<file path="config.mk">
export PLATFORM = sky130hd
export DESIGN_NAME = output_assembler
export DESIGN_NICKNAME = d
export VERILOG_FILES = /design/src/rtl/des_pkg.sv /design/src/rtl/output_assembler_sync_fifo.sv /design/src/rtl/output_assembler.sv
export SDC_FILE = /design/constraint.sdc
export NUM_CORES = 1
export LEC_CHECK = 0
export CAP_MARGIN = 20
export CORE_MARGIN = 10
export CORE_UTILIZATION = 50
export CTS_CLUSTER_DIAMETER = 50
export DETAILED_ROUTE_END_ITERATION = 10
export PLACE_DENSITY = 0.8
export SYNTH_ARGS = -nofsm -noshare
export SYNTH_HDL_FRONTEND = slang
export SYNTH_SLANG_ARGS = --single-unit
</file>
<file path="constraint.sdc">
create_clock -name clk -period 7.9 [get_ports clk]
set_clock_uncertainty 0.2 [all_clocks]
set_input_delay 1.58 -clock clk [delete_from_list [all_inputs] [get_ports clk]]
set_output_delay 1.58 -clock clk [all_outputs]
set_load 0.005 [all_outputs]
</file>
<file path="src/rtl/des_pkg.sv">
`default_nettype none
// ============================================================================
// Module   : des_pkg
// Brief    : Shared widths and block type for the DES datapath.
// Revision : 1.0 - initial release
// ============================================================================
package des_pkg;
    localparam int DEF_HALF_W = 32;
    localparam int BLOCK_W    = 64;

    typedef logic [BLOCK_W-1:0] block_t;
endpackage
`default_nettype wire

</file>
<file path="src/rtl/output_assembler_sync_fifo.sv">
`default_nettype none
// ============================================================================
// Module   : sync_fifo
// Brief    : Single-clock FIFO, registered storage, head word always visible.
// Revision : 1.0 - initial release
// ============================================================================
module sync_fifo #(
    parameter int WIDTH = 64,
    parameter int DEPTH = 2
) (
    input  logic                       clk,
    input  logic                       rst,
    input  logic                       push_i,
    input  logic                       pop_i,
    input  logic [WIDTH-1:0]           wdata_i,
    output logic [WIDTH-1:0]           rdata_o,
    output logic                       full_o,
    output logic                       empty_o,
    output logic [$clog2(DEPTH):0]     count_o
);
    localparam int AW = $clog2(DEPTH);

    logic [WIDTH-1:0] mem_q [DEPTH];
    logic [AW-1:0]    wr_ptr_q, wr_ptr_d;
    logic [AW-1:0]    rd_ptr_q, rd_ptr_d;
    logic [AW:0]      count_q,  count_d;

    // DEPTH is a power of two, so pointer overflow is the modulo wrap.
    always_comb begin
        wr_ptr_d = wr_ptr_q;
        rd_ptr_d = rd_ptr_q;
        count_d  = count_q;
        if (push_i) wr_ptr_d = wr_ptr_q + 1'b1;
        if (pop_i)  rd_ptr_d = rd_ptr_q + 1'b1;
        if (push_i && !pop_i)      count_d = count_q + 1'b1;
        else if (pop_i && !push_i) count_d = count_q - 1'b1;
    end

    always_ff @(posedge clk) begin
        if (rst) begin
            for (int i = 0; i < DEPTH; i++) mem_q[i] <= '0;
            wr_ptr_q <= '0;
            rd_ptr_q <= '0;
            count_q  <= '0;
        end else begin
            if (push_i) mem_q[wr_ptr_q] <= wdata_i;
            wr_ptr_q <= wr_ptr_d;
            rd_ptr_q <= rd_ptr_d;
            count_q  <= count_d;
        end
    end

    assign rdata_o = mem_q[rd_ptr_q];
    assign count_o = count_q;
    assign full_o  = (count_q == (AW+1)'(DEPTH));
    assign empty_o = (count_q == '0);
endmodule
`default_nettype wire

</file>
<file path="src/rtl/output_assembler.sv">
`default_nettype none
// ============================================================================
// Module   : output_assembler
// Brief    : Captures final round halves, applies the final swap and buffers
//            the block for a valid/ready consumer.
// Revision : 1.0 - initial release
// ============================================================================
module output_assembler
    import des_pkg::*;
#(
    parameter int HALF_W = DEF_HALF_W,
    parameter bit SWAP   = 1'b1,
    parameter int DEPTH  = 2
) (
    input  logic                    clk,
    input  logic                    rst,
    input  logic                    done,
    input  logic [HALF_W-1:0]       left_in,
    input  logic [HALF_W-1:0]       right_in,
    output logic                    ready_out,
    output logic [2*HALF_W-1:0]     data_out,
    output logic                    valid_out,
    input  logic                    ready_in,
    output logic [$clog2(DEPTH):0]  count,
    output logic                    overflow
);
    logic [2*HALF_W-1:0] wr_word;
    logic                full, empty, push, pop;
    logic                overflow_q;

    generate
        if (SWAP) begin : g_swap
            assign wr_word = {right_in, left_in};
        end else begin : g_noswap
            assign wr_word = {left_in, right_in};
        end
    endgenerate

    // A pop in the same cycle frees the slot, so a full FIFO can still accept.
    assign pop  = valid_out && ready_in;
    assign push = done && (!full || pop);

    always_ff @(posedge clk) begin
        if (rst)                        overflow_q <= 1'b0;
        else if (done && full && !pop)  overflow_q <= 1'b1;
    end

    sync_fifo #(
        .WIDTH (2*HALF_W),
        .DEPTH (DEPTH)
    ) u_fifo (
        .clk     (clk),
        .rst     (rst),
        .push_i  (push),
        .pop_i   (pop),
        .wdata_i (wr_word),
        .rdata_o (data_out),
        .full_o  (full),
        .empty_o (empty),
        .count_o (count)
    );

    assign valid_out = !empty;
    assign ready_out = !full;
    assign overflow  = overflow_q;
endmodule
`default_nettype wire

</file>
==> results.md <==
* Tcrit/Tclk final at 55.59%
* Die Height at 127.7 microns
* Die footprint at 16300 sq um
* Antenna Nets Post-Route at 0
* Initial DRC count at 199
* Nets at 579
* Net Sw Frac at 23.15%
* Slowest CP cell: dfxtp_2
* Core area at 11370 sq um
* First-pass GRT wire length at 19370 microns
* Setup ws final at 3508 ps
* Layout area overhead at 35.87%
* Post-synth top area share at 66.31%
* Drt total wl at 12140 microns
* RSZ-0062 raised after global routing: false
* CTS tree: done
* Max clock buf depth at 2
* P_sw at 0.5152 mW
* WP data required at 6120 ps
* # diodes at 0
* Syn nets at 441
* Post-synth top area cell: edfxtp_1
* Total grt overflow at 0
* Syn avg cell area at 15.58 sq um
* Sequential Power Share at 41.0%
* Startpoint types: flop
* Row count at 39
* Setup slack, reg-to-reg at 5040 ps
* Final Hold Vio Count at 0
* Max VDD drop at 0.1741 mV
* Synth warn at 0
* DRT Pass-1 Iters at 5
* Crit Path Category: reg2out
* Setup Viol. Count Final at 0
* PwrDens at 282.6 nW/um^2
* PortBufs at 136
* Initial Utilization at 50.98%
* Clock latency at the later pin of the worst-skew pair at 400 ps
* Worst hold path class: reg2reg
* Run status: finished, final reports clean
* Crit-path max cell delay at 720 ps
* Hold_buf cts at 0
* Number of vias per cell at 4.998
* Number of synthesized flops with an enable pin at 128
* # fillers at 816
* Vias in the first global route at 3693
* Final Max Tran Viols at 0
* Antenna violations before repair at 0
* Worst path bufs/invs at 2
* Post-synth ARST share at 0%
* Layout cell share with drive strength beyond 1 at 20.27%
* Synth area leaders: edfxtp_1, and2_1, mux2_2
* DP Worst Slack at 3303 ps
* Final HPWL DP at 7666 microns
* Avg WL per Cell at 18.23 microns
* H-tree lvl count at 4
* Internal power at 1.710 mW
* Synth Register Bits at 134
* Max Cap Viol at 0
* Setup Buffers After CTS at 0
* GPL Wtd Cong at 0.7632
* Via count at 3329
* Worst slew margin at 40.28%
* Cell Chain, Critical Path: buf_4, mux2_2, clkdlybuf4s50_1
* Worst-margin pin slew at 895.7 ps
* Post-route DRC at 0
* Clock period minus final worst setup slack at 4392 ps
* Leakage Power at 2.984 nW
* Root Driver: clkbuf_16
* Num ports at 137
* Gr usage total at 15.16%
* Top Family by Delay on Critical Path: buffers and inverters
* Maximum clock frequency at 0.2277 GHz
* Top_reg_cell synth: edfxtp_1
* Largest net degree at the start of global routing at 66
* Mapped Cells at 372
* Die Wd at 127.7 microns
* Worst-path clk slew at 60 ps
* Comb power frac at 23.0%
* Sum Neg Setup Slack at 0 ps
* Crit end category: primary output
* Sequential fraction of the synthesis area at 68.38%
* Clock power frac at 35.9%
* Num Clock Sinks at 134
* Cell variety after synth at 24
* CP arrival at 2610 ps
* Crit Path Max Fanout at 39
* Mapped Area at 5797 sq um
* Post-CTS resize count at 0
* Total CTS buffers at 17
==> routing by layer <==
layer | track usage [%] | routed length (microns) | vias up
met5 | 0 | 0 | -
met4 | 6.159 | 225 | 0
met3 | 5.128 | 766 | 16
met2 | 26.17 | 6382 | 92
met1 | 16.81 | 4766 | 1620
li1 | - | - | 1601
==> through the flow <==
| step | hold WS, ps | utilization (%) | cell area, sq um | instances | total power [mW] |
|---|---|---|---|---|---|
| 2_1_floorplan | 260.4 | - | 5797 | 372 | 1.157 |
| 3_3_place_gp | 264.3 | 63.90 | 7266 | 634 | 1.441 |
| 3_5_place_dp | 291.2 | 63.90 | 7266 | 634 | 1.450 |
| 4_1_cts | 304.8 | 69.27 | 7876 | 666 | 2.254 |
| 5_1_grt | 326.1 | 69.27 | 7876 | 666 | 2.322 |
| 6_report | 286.4 | 69.27 | 7876 | 666 | 2.226 |
==> worst paths after layout <==
kind,startpoint,end,cells past startpoint
worst min register to register,overflow$_SDFFE_PP0P_,overflow$_SDFFE_PP0P_,2
worst max register to register,u_fifo.count_o[0]$_SDFFE_PP0P_,u_fifo.mem_q[1][6]$_SDFFCE_PN0P_,5
worst min-delay path,overflow$_SDFFE_PP0P_,overflow$_SDFFE_PP0P_,2
worst max-delay path,flop,data_out[44],3
==> tightest hold or removal path: stages, from the launching register on <==
cell and delay (ps):
dfxtp_1 330, a21oi_1 40, nor2_1 70
==> power by group through the flow <==
stage,Combinational [mW],Sequential (mW),Clock [mW]
after CTS,0.526,0.915,0.813
after floorplan,0.253,0.904,0
after detailed placement,0.521,0.929,0
after global routing,0.556,0.924,0.843
final,0.513,0.913,0.800
after global placement,0.518,0.923,0
==> state kept, by name, summed over array words and instances, names as in the netlist, named ones only <==
register,flops
u_fifo.wr_ptr_q,1
u_fifo.mem_q,128
overflow,1
u_fifo.rd_ptr_q,1
u_fifo.count_o,2
==> Yosys cell counts (all sizes together), types with 2 or more instances <==
cell type	n
or2	2
clkbuf	10
o21ai	3
mux2	64
buf	12
dfxtp	6
edfxtp	128
a21oi	2
and2	128
nor2	4
xor2	3
==> logic make-up after synthesis <==
logic type               Yosys count  share of synthesized area [%]
AO/OA/AOI/OAI                      7                         0.6907
XOR/XNOR                           3                         0.4534
adder cells (fa/ha/maj)            1                         0.2158
buffers and inverters             23                          2.460
flip-flops                       134                          68.38
multiplexers                      64                          12.43
AND/OR/NAND/NOR                  140                          15.37
==> final cells by class <==
cell class | instances | area (sq um) | area share [%]
clock buffers | 21 | 460.4 | 5.846
clock inverters | 11 | 150.1 | 1.906
inverters | 1 | 3.754 | 0.04766
multi-input cells | 215 | 1719 | 21.83
flip-flops and latches | 134 | 3965 | 50.34
well taps | 143 | 178.9 | 2.272
repair buffers | 141 | 1399 | 17.76
==> cells in the final DEF (no fill, tap or decap), types with 3 or more instances in the layout <==
master | netlist | final
clkbuf_16 | 0 | 17
dfxtp_1 | 6 | 5
clkdlybuf4s50_1 | 0 | 136
and2_1 | 128 | 128
mux2_2 | 64 | 64
bufinv_16 | 0 | 3
o21ai_0 | 3 | 3
buf_4 | 1 | 5
clkinv_4 | 0 | 3
edfxtp_1 | 128 | 128
nor2_1 | 4 | 4
xor2_1 | 3 | 3
(Power assumes the default switching activity.)
